--- config.mk ---
export PLATFORM = sky130hd
export DESIGN_NAME = cnn_ram_dump_tx
export DESIGN_NICKNAME = d
export VERILOG_FILES = /design/src/rtl/cnn_pkg.sv /design/src/rtl/cnn_bit_packer.sv /design/src/rtl/cnn_ram_dump_tx.sv
export SDC_FILE = /design/constraint.sdc
export NUM_CORES = 1
export LEC_CHECK = 0
export CAP_MARGIN = 10
export CORE_AREA = 10 10 66 82
export CTS_BUF_LIST = sky130_fd_sc_hd__clkbuf_16
export DETAILED_ROUTE_END_ITERATION = 10
export DIE_AREA = 0 0 76 92
export GPL_ROUTABILITY_DRIVEN = 0
export PLACE_DENSITY_LB_ADDON = 0.3
export REMOVE_ABC_BUFFERS = 1
export SETUP_SLACK_MARGIN = 0.02
export SYNTH_ARGS = -nofsm -noshare
export SYNTH_HDL_FRONTEND = slang
export SYNTH_SLANG_ARGS = --single-unit
--- constraint.sdc ---
create_clock -name clk -period 2.06 [get_ports clk]
set_input_delay 0.309 -clock clk [delete_from_list [all_inputs] [get_ports clk]]
set_output_delay 0.309 -clock clk [all_outputs]
set_load 0.01 [all_outputs]
--- src/rtl/cnn_pkg.sv ---
// Shared types and constants for the CNN image path: image geometry and the
// state encoding of the RAM-to-UART dump sequencer.
package cnn_pkg;

  // One 28x28 binary image, one bit per RAM word.
  localparam int IMG_BITS  = 784;
  // Bits packed into each UART byte.
  localparam int BYTE_BITS = 8;

  // Dump sequencer states:
  //   IDLE    waiting for strt
  //   FILL    walking the 8 addresses of one byte, capturing the previous read
  //   LAST    capturing the read of the byte's final address
  //   XMIT    handing the packed byte to the UART (trmt high)
  //   WAIT_TX waiting for the UART to finish shifting the byte out
  typedef enum logic [2:0] {
    IDLE,
    FILL,
    LAST,
    XMIT,
    WAIT_TX
  } dump_state_t;

endpackage

--- src/rtl/cnn_bit_packer.sv ---
// Eight-bit assembly register for the dump path. Each captured RAM bit is
// written to the position given by idx, so bit k of the byte comes from
// the k-th address of the group (LSB first). The register also serves as
// the UART data word, so it holds its value between captures.
module cnn_bit_packer
  import cnn_pkg::*;
(
  input  logic                 clk,
  input  logic                 rst,
  input  logic                 clr,
  input  logic                 cap,
  input  logic [2:0]           idx,
  input  logic                 din,
  output logic [BYTE_BITS-1:0] byte_q
);

  // Clear on request, otherwise write the captured bit into its slot.
  // NOTE: this register is reset even though every bit is rewritten before
  // use, because it drives tx_data directly and that output must read 0
  // out of reset rather than an unknown value.
  always_ff @(posedge clk or posedge rst) begin
    if (rst) begin
      byte_q <= '0;
    end else if (clr) begin
      byte_q <= '0;
    end else if (cap) begin
      // NOTE: non-blocking assignment so every register in the design sees
      // pre-edge values regardless of evaluation order between blocks.
      byte_q[idx] <= din;
    end
  end

endmodule

--- src/rtl/cnn_ram_dump_tx.sv ---
// Dumps the 1-bit-wide input image RAM to the host over the UART.
// Eight consecutive RAM bits form one byte, LSB first: the bit at address
// 8*n+k becomes bit k of byte n. Each byte is fetched (8 reads with one
// cycle of RAM latency), handed to the UART with a one-cycle trmt, and the
// next byte is fetched only after tx_done, so a byte costs 10 cycles plus
// the UART frame time.
module cnn_ram_dump_tx
  import cnn_pkg::*;
#(
  parameter int ADDR_W    = 10,
  parameter int NUM_BYTES = IMG_BITS / BYTE_BITS
) (
  input  logic              clk,
  input  logic              rst,
  input  logic              strt,
  output logic [ADDR_W-1:0] addr_rd,
  input  logic              din,
  output logic              trmt,
  output logic [7:0]        tx_data,
  input  logic              tx_done,
  output logic              bsy,
  output logic              done
);

  localparam int CNT_W = $clog2(NUM_BYTES);

  dump_state_t      state;
  logic [CNT_W-1:0] byte_cnt;
  logic [2:0]       bit_cnt;

  logic             start_ok;
  logic             last_byte;
  logic             pk_clr;
  logic             pk_cap;
  logic [2:0]       pk_idx;
  logic [7:0]       pk_byte;

  // First RAM address of byte n.
  function automatic logic [ADDR_W-1:0] byte_base(input logic [CNT_W-1:0] n);
    return ADDR_W'({n, 3'b000});
  endfunction

  // A strt coinciding with the done pulse belongs to the dump that is just
  // finishing, so it is not allowed to launch a new one.
  assign start_ok  = (state == IDLE) && strt && !done;
  assign last_byte = (byte_cnt == CNT_W'(NUM_BYTES - 1));

  // Packer control: each FILL cycle after the first captures the read
  // issued one cycle earlier; LAST captures the read of address base+7.
  // NOTE: every signal gets a default before the case so no path leaves
  // one unassigned, which would otherwise infer a latch.
  always_comb begin
    pk_clr = start_ok;
    pk_cap = 1'b0;
    pk_idx = 3'd0;
    case (state)
      FILL: begin
        if (bit_cnt != 3'd0) begin
          pk_cap = 1'b1;
          pk_idx = bit_cnt - 3'd1;
        end
      end
      LAST: begin
        pk_cap = 1'b1;
        pk_idx = 3'd7;
      end
      default: ;
    endcase
  end

  cnn_bit_packer u_packer (
    .clk    (clk),
    .rst    (rst),
    .clr    (pk_clr),
    .cap    (pk_cap),
    .idx    (pk_idx),
    .din    (din),
    .byte_q (pk_byte)
  );

  // The packer register only changes during FILL/LAST, so it is stable from
  // trmt through tx_done and keeps the last byte while idle.
  assign tx_data = pk_byte;

  // Dump sequencer: state, counters, read address and handshake outputs.
  always_ff @(posedge clk or posedge rst) begin
    if (rst) begin
      state    <= IDLE;
      byte_cnt <= '0;
      bit_cnt  <= '0;
      addr_rd  <= '0;
      trmt     <= 1'b0;
      bsy      <= 1'b0;
      done     <= 1'b0;
    end else begin
      trmt <= 1'b0;
      done <= 1'b0;
      unique case (state)
        IDLE: begin
          addr_rd <= '0;
          if (start_ok) begin
            byte_cnt <= '0;
            bit_cnt  <= '0;
            bsy      <= 1'b1;
            state    <= FILL;
          end
        end

        FILL: begin
          bit_cnt <= bit_cnt + 3'd1;
          if (bit_cnt == 3'd7) begin
            // Address stays on base+7 while LAST consumes its data.
            state <= LAST;
          end else begin
            addr_rd <= addr_rd + ADDR_W'(1);
          end
        end

        LAST: begin
          // trmt is registered here so it is high during the XMIT cycle,
          // the same cycle the completed byte appears on tx_data.
          trmt  <= 1'b1;
          state <= XMIT;
        end

        XMIT: begin
          state <= WAIT_TX;
        end

        WAIT_TX: begin
          if (tx_done) begin
            if (last_byte) begin
              done    <= 1'b1;
              bsy     <= 1'b0;
              addr_rd <= '0;
              state   <= IDLE;
            end else begin
              byte_cnt <= byte_cnt + CNT_W'(1);
              bit_cnt  <= '0;
              addr_rd  <= byte_base(byte_cnt + CNT_W'(1));
              state    <= FILL;
            end
          end
        end

        default: state <= IDLE;
      endcase
    end
  end

endmodule

# Word level (Yosys, flattened, before mapping)
# Index checks and enable logic that the tools add are counted.
# op_classes
add_sub_neg	4
n_lt_le_gt_ge	2
eq_ne	12
n_mux	34
n_reduce_logical	14
# ops
cell	n
two-way mux 10 bit	3
one-hot mux 10 bit (3 select lines)	1
two-way mux 3 bit	7
two-way mux 7 bit	3
two-way mux 8 bit	2
one-hot mux 3 bit (5 select lines)	1
one-hot mux 7 bit (2 select lines)	1
inequality test 2 bit, second input constant	6
AND reduction 4 bit	3
adder 10 x 1 -> 10 bit, second input constant	1
two-way mux 1 bit	10
one-hot mux 3 bit (3 select lines)	1
bitwise mux 8 bit	1
adder 7 x 1 -> 7 bit, second input constant	1
equality test 7 bit, second input constant	1
equality test 3 x 2 -> 1 bit, second input constant	2
equality test 3 bit, second input constant	2
one-hot mux 3 bit (2 select lines)	1
AND reduction 3 bit	2
nonzero test 3 bit	2
< comparator 3 x 4 -> 1 bit, second input constant	1
one-hot mux 1 bit (2 select lines)	2
nonzero test 2 bit	2
adder 3 x 1 -> 3 bit, second input constant	1
7 further kinds	9
# totals
regBits	34
input_bits	5
output_inout_bits	21
word_cells	74

# Longest topological paths before layout
# logic_depth
depth_word	10
mapped_depth	6
ltp_nobuf	6

# Modules after synthesis
# From an unflattened synthesis, not the netlist that was laid out.
# unflattened
hier_cells	204
hier_area_um2	2020.7
# by_module_without_submodules
module	instances	cells_each	area_per_inst_um2	seq_area_each_um2
cnn_ram_dump_tx	1	169	1590.3	650.6
cnn_bit_packer	1	35	430.4	200.2

# Least setup slack after synthesis
# OpenSTA, ideal clock, no wires.
# synth_path
path_type	register to register
from	reg, netlist name bit_cnt[0]
to	reg byte_cnt[5]
arrival_ns	1.765
slack_ns	0.213
stages_incl_launch_ff	6
period_less_slack_ns	1.847
cell_sequence	dfrtp_1 ha_1 ha_1 o22a_4 or4_1 a31oi_1
# synth_lines
element	line_no	source
end signal, assigned	cnn_ram_dump_tx.sv:138	byte_cnt <= byte_cnt + CNT_W'(1);
end, declared	cnn_ram_dump_tx.sv:28	logic [CNT_W-1:0] byte_cnt;

# Worst setup path after layout
# layout_path
from	reg bit_cnt[0]
to	reg u_packer.byte_q[4]
# layout_between
elab_chain_len	10
word_cells_on_any_way	15
# layout_lines
element	line_no	source
start, declared	cnn_ram_dump_tx.sv:29	logic [2:0] bit_cnt;
start signal, assigned	cnn_ram_dump_tx.sv:110	bit_cnt <= bit_cnt + 3'd1;
subtractor 3 x 1 -> 3 bit or nonzero test 3 bit (tied branches)	cnn_ram_dump_tx.sv:60, cnn_ram_dump_tx.sv:58	
two-way mux 3 bit	cnn_ram_dump_tx.sv:58	if (bit_cnt != 3'd0) begin
one-hot mux 3 bit (2 select lines)	cnn_ram_dump_tx.sv:56	case (state)
< comparator 3 x 4 -> 1 bit (not written as such) or greater-or-equal comparator 3 x 1 -> 1 bit (tied branches)	cnn_bit_packer.sv:29	byte_q[idx] <= din;
logical AND 1 bit (not written as such)	cnn_bit_packer.sv:29	
two-way mux 1 bit (not written as such)	cnn_bit_packer.sv:29	
demux 1 bit (select 3 bit)	n/a	
bitwise mux 8 bit	cnn_bit_packer.sv:29	
two-way mux 8 bit	cnn_bit_packer.sv:26	end else if (cap) begin
two-way mux 8 bit	cnn_bit_packer.sv:24	end else if (clr) begin
end signal, assigned by index	cnn_bit_packer.sv:29	
end, declared	cnn_bit_packer.sv:14	output logic [BYTE_BITS-1:0] byte_q
# Parallel ways exist; a longest one is shown, timed or not. The select of a mux whose other input is x is not followed.
# A chain may end at the register's enable or synchronous reset.

==> metrics.md <==
| Metric | Value |
|---|---|
| Initial DRC count | `150` |
| Lkg Pwr | `about 1.1 nW` |
| Fin util | `approximately 65%` |
| EDFF count, synth | `0` |
| DRC Markers | `0` |
| Worst min path class | `input pin to async pin` |
| Router iterations before antenna repair | `4` |
| Power density cells | `~1200 nW/um^2` |
| Area after DPL | `~2400 sq um` |
| Worst Path Required | `2.26 ns` |
| Most frequent cell after synthesis | `dfrtp_1` |
| N_diodes | `0` |
| Post-synth ARST share | `100%` |
| IO buf count | `25` |
| Max Freq | `slightly above 500 MHz` |
| Setup crit start kind | `flip-flop` |
| Actual slew at the worst max-slew pin | `~0.48 ns` |
| Die height | `92 microns` |
| Minimum clock period | `between 1.5 and 2 ns` |
| Max Root-Sink Buffers | `2` |
| Yosys warns | `0` |
| Clock slew at reported path FFs | `around 0.05 ns` |
| Crit path kind | `flip-flop to flip-flop` |
| Post-synth top area cell | `dfrtp_1` |
| Clk_lat worst skew | `approximately 0.28 ns` |
| Remaining antenna violation count | `0` |
| Synth Register Bits | `34` |
| Vias in the first global route | `approximately 1,800` |
| Setup slack after layout | `between 0.1 and 0.15 ns` |
| Final Hold Fails | `0` |
| Post-CTS setup buffer count | `0` |
| Max FO, Critical Path | `7` |
| Final Cycle Share | `between 90% and 100%` |
| CTS tree | `done` |
| Via count | `1,833` |
| Pin count of the biggest net entering global routing | `35` |
| Sequential area share after synthesis | `41.6%` |
| Die area | `between 6000 and 7000 sq um` |
| Synth Instances | `215` |
| Core area | `3940 sq um` |
| Fillers | `roughly 330` |
| Hold_buf cts | `0` |
| GRT Total Usage | `14.6%` |
| Finished Cell Area | `about 2500 sq um` |
| Synth area leaders | `dfrtp_1 42%, ha_1 4.3%, nand2_1 3.9%` |
| Final setup fails | `0` |
| Average vias per placed instance | `~6.0` |
| IO Count | `26` |
| First-pass GRT wire length | `roughly 8400 microns` |
| Max_cap viols | `0` |
| Yosys cell types | `54` |
| Final wirelength | `approximately 5000 microns` |
| Mapped Area | `~2000 sq um` |
| Status | `completed` |
| VDD IR max | `845 uV` |
| Number of buffers created by CTS | `5` |
| Synth Area per Inst | `between 9 and 10 sq um` |
| CP max stage cell | `or4b_1` |
| Setup crit end kind | `flip-flop` |
| Die W | `76 microns` |
| Worst Path Arrival | `between 2 and 2.5 ns` |
| Synth cell count leaders | `34 x dfrtp_1, 21 x nand2_1, 14 x o21ai_0` |
| Post-synth top area share | `approximately 42%` |
| WP buf/inv | `1` |
| Slew margin rel. | `roughly 70%` |
| Top FF cell, synth | `dfrtp_1` |
| Pre-CTS WS | `0.111 ns` |
| Routed WL per cell | `between 15 and 20 microns` |
| Total clock sinks | `34` |
| H-tree levels | `2` |
| Largest stage delay, worst path | `approximately 0.5 ns` |
| Effective utilization at floorplan | `52.0%` |
| Initial antenna violation count | `0` |
| Share of cells above drive strength 1 | `between 10 and 15%` |
| Slew Limit Fails | `0` |
| DP Wirelength | `3710 microns` |
| Clk_skew | `about 0.0052 ns` |
| Area grow syn2layout | `24.2%` |
| CP Cell Sequence | `inv_1 > ha_2 > xnor2_1 > nand3b_1 > or4b_1 > a21oi_1` |
| CTS Root Cell | `clkbuf_16` |
| # resized after CTS | `0` |
| Total power | `about 3.2 mW` |
| Grt total ovfl | `0` |
| NumNets Final | `between 200 and 300` |
| Crit path max-delay family | `simple AND/OR/NAND/NOR gates` |
| FP Rows | `26` |
power by group:
part | total (mW) | internal (mW) | switching (mW)
clock | 0.707 | 0.436 | 0.270
combinational | 1.49 | 0.669 | 0.819
sequential | 0.957 | 0.818 | 0.139
total | 3.15 | 1.92 | 1.23
layout make-up:
| class | instances | area, sq um | share of cell area (%) |
|---|---|---|---|
| multi-input cells | 164 | 1120 | 44.2 |
| flip-flops and latches | 34 | 851 | 33.5 |
| repair buffers | 35 | 325 | 12.8 |
| clock buffers | 5 | 125 | 4.92 |
| well taps | 56 | 70.1 | 2.76 |
| inverters | 9 | 33.8 | 1.33 |
| clock inverters | 3 | 12.5 | 0.492 |
per-layer routing:
| metal | wire length [microns] | GRT usage [%] | vias up | part of all wire (%) |
|---|---|---|---|---|
| li1 | - | - | 875 | - |
| met1 | 2000 | 15.0 | 890 | 40 |
| met2 | 2620 | 25.9 | 56 | 52 |
| met3 | 286 | 4.49 | 12 | 5.7 |
| met4 | 133 | 7.59 | 0 | 2.6 |
| met5 | 0 | 0 | - | 0 |
registers in the layout (all words and copies together) (netlist names):
| name | flops |
|---|---|
| addr_rd | 10 |
| u_packer.byte_q | 8 |
| byte_cnt | 7 |
| bit_cnt | 3 |
| state | 3 |
| bsy | 1 |
| done | 1 |
| trmt | 1 |
cell families after synthesis:
group                    share of synthesized area, %
AND/OR/NAND/NOR                                  22.8
AO/OA/AOI/OAI                                    21.9
flip-flops                                       41.6
adder cells (fa/ha/maj)                          4.28
buffers and inverters                            3.85
XOR/XNOR                                         2.14
multiplexers                                     3.49
per-stage QoR:
step | hold WS, ns | cells | TNS (ns)
after CTS | 0.451 | 306 | 0
after detailed placement | 0.515 | 298 | 0
after global placement | 0.509 | 298 | 0
final | 0.430 | 306 | 0
after global routing | 0.476 | 306 | -0.000830
after floorplan | 0.418 | 207 | 0
tightest hold or removal path: stages:
cell and delay, ns:
clkdlybuf4s50_1 0.39, inv_1 0.05, buf_4 0.38
layout by cell type (no fill, tap or decap), types with 3 or more instances in the layout:
master / instances
a21oi_1: 5
a31oi_1: 4
and2_1: 3
and3_1: 5
buf_4: 10
clkbuf_16: 5
clkdlybuf4s50_1: 25
dfrtp_1: 34
ha_1: 4
ha_2: 3
inv_1: 9
mux2i_1: 6
nand2_1: 21
nand3_1: 12
nand4_1: 5
nor2_1: 13
nor3b_2: 4
o211ai_1: 6
o21ai_0: 14
o21ai_1: 4
o2bb2ai_1: 3
o31ai_1: 8
or3_1: 4
xnor2_1: 4
path summary, 6_finish.rpt:
path / depth (start not counted) / start / slack, ns / end
max: 6 / bit_cnt[0] / 0.13 / u_packer.byte_q[4]
min: 3 / rst / 0.43 / addr_rd[1]
max reg2reg: 6 / bit_cnt[0] / 0.13 / u_packer.byte_q[4]
min reg2reg: 2 / u_packer.byte_q[7] / 0.52 / u_packer.byte_q[7]
max in group asynchronous: 3 / rst / 1.31 / u_packer.byte_q[1]
min in group clk: 2 / u_packer.byte_q[7] / 0.52 / u_packer.byte_q[7]
No activity file was read; power rests on OpenSTA's default activity.
==> variant 1: new RTL, same settings <==
Put one more register stage on the output `addr_rd`, without a reset. The value now appears one clock later. The other outputs are not delayed to match.
--- a/src/rtl/cnn_ram_dump_tx.sv
+++ b/src/rtl/cnn_ram_dump_tx.sv
@@ -24,4 +24,6 @@
 
   localparam int CNT_W = $clog2(NUM_BYTES);
+
+  logic [ADDR_W-1:0] addr_rd_s0;
 
   dump_state_t      state;
@@ -89,5 +91,5 @@
       byte_cnt <= '0;
       bit_cnt  <= '0;
-      addr_rd  <= '0;
+      addr_rd_s0 <= '0;
       trmt     <= 1'b0;
       bsy      <= 1'b0;
@@ -98,5 +100,5 @@
       unique case (state)
         IDLE: begin
-          addr_rd <= '0;
+          addr_rd_s0 <= '0;
           if (start_ok) begin
             byte_cnt <= '0;
@@ -113,5 +115,5 @@
             state <= LAST;
           end else begin
-            addr_rd <= addr_rd + ADDR_W'(1);
+            addr_rd_s0 <= addr_rd_s0 + ADDR_W'(1);
           end
         end
@@ -133,10 +135,10 @@
               done    <= 1'b1;
               bsy     <= 1'b0;
-              addr_rd <= '0;
+              addr_rd_s0 <= '0;
               state   <= IDLE;
             end else begin
               byte_cnt <= byte_cnt + CNT_W'(1);
               bit_cnt  <= '0;
-              addr_rd  <= byte_base(byte_cnt + CNT_W'(1));
+              addr_rd_s0 <= byte_base(byte_cnt + CNT_W'(1));
               state    <= FILL;
             end
@@ -149,4 +151,8 @@
   end
 
+  always_ff @(posedge clk) begin
+    addr_rd <= addr_rd_s0;
+  end
+
 endmodule
 
Check against the original RTL: not equivalent (Yosys sat finds a counterexample within 4 cycles, from zero or initial values and one cycle with rst high).
==> variant 1 against the unedited design <==
- wire length is 5.5% higher
- utilization is 7.1 points higher
- sequential cell count is 10 higher
- sequential power increased by 24%
- power grew 13%
- design area rose by 11%
- setup slack worse by 0.038 ns
- critical path depth is the same
- area after synthesis grew 11%
- global-route usage rose by 1.2 points
- via count grew 3.6%
- highest routed layer unchanged
==> variant 1: results (changes against the unedited design) <==
| Metric | Value |
|---|---|
| Vias post-DR | `1,899 (+3.6%)` |
| Area contributors post-synth | `dfrtp_1 (37%), dfxtp_1 (8.8%), ha_1 (3.8%)` |
| M1 WL | `2155 um (+7.8%)` |
| RR Startpoint | `bit_cnt[1]` |
| Multi-input gates | `161 (-1.8%)` |
| Synthesized instance count | `222 (+3.3%)` |
| Critical-path top delay cell | `or4b_2` |
| Status | `complete, no violations` |
| Met3 Use GR | `0.04688 (+0.001953)` |
| Post-DP HPWL | `3839 um (+3.4%)` |
| Crit-path max FO | `5 (-2)` |
| Signal buffers | `40 (+14%)` |
| Largest stage delay, worst path | `0.70 ns (+0.20 ns)` |
| Final clock-cell share | `0.05945 (+0.005290)` |
| First-pass GRT wire length | `9177 um (+9.2%)` |
| Worst Skew | `0.005475 ns (+0.0003162 ns)` |
| Area occupied by multi-input gates | `1135 um^2 (+1.0%)` |
| Async SR Flop Fraction | `0.7727 (-0.2273)` |
| Detail Route met3 WL | `314 um (+9.8%)` |
| Synth Area in XOR/XNOR | `0.02694 (+0.005531)` |
| Fraction of area in multi-input gates | `0.4024 (-0.03975)` |
| # fillers | `300 (-8.0%)` |
| Commonest cells post-synth | `dfrtp_1 (34), o21ai_0 (15), nand2_1 (14), a21oi_1 (13), nor2_1 (11)` |
| IR drop worst, VDD | `1.081 mV (+28%)` |
| Sequential cell count | `44 (+29%)` |
| Pleak | `0.001239 uW (+15%)` |
## variant 1: cell count changes after synthesis, sizes merged, moves of 3 or more
cell	unedited run	this run
dfxtp	0	10
nand2	21	14
o21ai	19	15
a21oi	5	13
nand3	12	9
a21o	1	4
o211ai	6	1
nor4b	0	5
o31ai	8	4
## variant 1: report_power, final
part | total (uW) | switching, uW | internal [uW] | leakage, uW
registers | 1190 | 160 | 1030 | 0.000538
logic | 1470 | 772 | 697 | 0.000620
clock network | 894 | 325 | 569 | 0.0000814
## variant 1: worst paths after layout
path                                 end  slack (ns)
max in group asynchronous  addr_rd_s0[8]        1.32
hold / removal                addr_rd[9]        0.41
setup / recovery           addr_rd_s0[5]         0.1
min in group asynchronous           trmt        0.42
setup reg to reg           addr_rd_s0[5]         0.1
hold reg to reg               addr_rd[9]        0.41
## variant 1: worst max-delay path: cells and delay by family, from the launching register on
family                     cells  cell delay (ns)
and+or+nand+nor                1             0.70
adders and majority gates      2             0.44
DFF                            1             0.39
AOI/OAI and AO/OA              3             0.34
==> variant 2: new RTL, same settings <==
Made on the original files. Change the parameter `ADDR_W` from 10 to 12.
--- a/src/rtl/cnn_ram_dump_tx.sv
+++ b/src/rtl/cnn_ram_dump_tx.sv
@@ -8,5 +8,5 @@
   import cnn_pkg::*;
 #(
-  parameter int ADDR_W    = 10,
+  parameter int ADDR_W    = 12,
   parameter int NUM_BYTES = IMG_BITS / BYTE_BITS
 ) (
Ports: changed (resized addr_rd); port bits go from 26 to 28. The function was not compared with the original's and may differ.
==> variant 2 against the unedited design <==
- setup slack got worse by 0.00069 ns
- sequential cell count up 2
- power up 11%
- combinational power up 14%
- global-route usage is 0.76 points higher
- non-clock buffer count increased by 7
- area after synthesis grew 5.9%
- sequential power rose by 9.7%
- sequential share of layout area shrank 0.59 points
- wire length up 4.9%
- design area up 7.8%
- final cell count up 3.6%
- critical path type unchanged
==> variant 2: results (changes against the unedited design) <==
| Metric | Value |
|---|---|
| Status | `complete, no violations` |
| M2 GR Usage | `0.2763 (+0.01705)` |
| First-pass GRT wire length | `8907 um (+6.0%)` |
| IO buf count | `27 (+8.0%)` |
| Sequential area share after synthesis | `0.4157 (about the same)` |
| Worst relative slew slack | `0.6749 (-0.004747)` |
| Pin count of the biggest net entering global routing | `37 (+5.7%)` |
| Crit-path max FO | `10 (+3)` |
| Period utilisation layout | `0.9350 (about the same)` |
| R2r endpoint | `addr_rd[4]` |
| RR Startpoint | `bit_cnt[1]` |
| Final WL | `5285 um (+4.9%)` |
| Layout Cells excl Fill | `317 (+3.6%)` |
| Pleak | `0.001168 uW (+8.2%)` |
| Largest stage delay, worst path | `0.39 ns (-0.11 ns)` |
| Top cell type's share of synthesized area | `0.4157 (about the same)` |
| Synthesized instance count | `223 (+3.7%)` |
| GRT Util Overall | `0.1533 (+0.007590)` |
| Nets | `273 (+4.6%)` |
| Pre-CTS WS | `-0.06929 ns (-0.1807 ns)` |
| Yosys cell types | `50 (-7.4%)` |
| Biggest regs | `addr_rd x12, u_packer.byte_q x8, byte_cnt x7` |
| Share of post-route cells with drive strength above 1 | `0.1648 (+0.04075)` |
| Number of global-route vias before repair | `1,856 (+4.7%)` |
| Global routing usage on met1 | `0.1627 (+0.01246)` |
| Post-DP HPWL | `3715 um (about the same)` |
| Post-placement cell count | `308 (+3.4%)` |
| Worst Skew | `0.005030 ns (-0.0001290 ns)` |
variant 2: cell count changes after synthesis, moves of 6 or more:
| cell | before | now |
|---|---|---|
| o21ai_0 | 14 | 6 |
| mux2i_1 | 6 | 13 |
| inv_1 | 8 | 15 |
| nand2_1 | 21 | 11 |
| nor4_1 | 1 | 7 |
variant 2: area by class of cell:
| class | count | share of cell area |
|---|---|---|
| flip-flops and latches | 36 | 0.3289 |
| repair buffers | 42 | 0.1398 |
| inverters | 15 | 0.02056 |
| well taps | 56 | 0.02558 |
| clock inverters | 3 | 0.006852 |
| multi-input cells | 160 | 0.4326 |
| clock buffers | 5 | 0.04568 |
variant 2: power breakdown:
group | internal (uW) | total [uW] | switching, uW
combinational | 826 | 1700 | 878
clock | 445 | 740 | 295
sequential | 874 | 1050 | 172
total | 2150 | 3490 | 1350
variant 2: through the flow:
step / area [um^2] / setup TNS, ns / hold slack [ns] / util
6_report: 2739 / 0 / 0.4559 / 0.6958
5_1_grt: 2739 / -0.01112 / 0.5014 / 0.6958
4_1_cts: 2694 / 0 / 0.4778 / 0.6844
3_5_place_dp: 2550 / -0.2384 / 0.5127 / 0.6478
3_3_place_gp: 2550 / -0.02141 / 0.5066 / 0.6478
2_1_floorplan: 2105 / -0.1742 / 0.4620 / -
variant 2: per-layer routing:
metal  wire [um]  vias up
met5           0        -
met4         112        0
met3         279       10
met2        2753       49
met1        2139      901
li1            -      899
variant 2: worst max path at each step:
stage,cells past startpoint,startpoint,to
after floorplan,6,bit_cnt[0],addr_rd[8]
after global placement,5,tx_done,addr_rd[6]
after detailed placement,5,tx_done,addr_rd[6]
after CTS,6,bit_cnt[1],addr_rd[6]
after global routing,9,bit_cnt[0],u_packer.byte_q[4]
final,7,bit_cnt[1],addr_rd[4]
variant 2: cells by family (layout without fill, tap and decap cells):
family,Yosys count,in the layout,synth area share
xor+xnor,6,6,0.02425
simple gates,79,79,0.2125
fa+ha+maj,8,8,0.04619
mux,16,16,0.07563
buf+inv,27,65,0.05485
flops,36,36,0.4157
compound gates,51,51,0.1709
variant 2: repair_timing:
item / 4_1_cts / 5_1_grt
resized for setup: 0 / 9
buffers inserted: 0 / 1
hold buffers: 0 / 0
setup endpoints to repair: 0 / 18
hold endpoints to repair: 0 / 0
variant 2: worst max-delay path: cells and delay by family, from the launching register on:
kind	cells	cell delay, ns
simple gates	1	0.36
compound gates	3	0.44
fa+ha+maj	2	0.47
buf+inv	1	0.20
flops	1	0.39
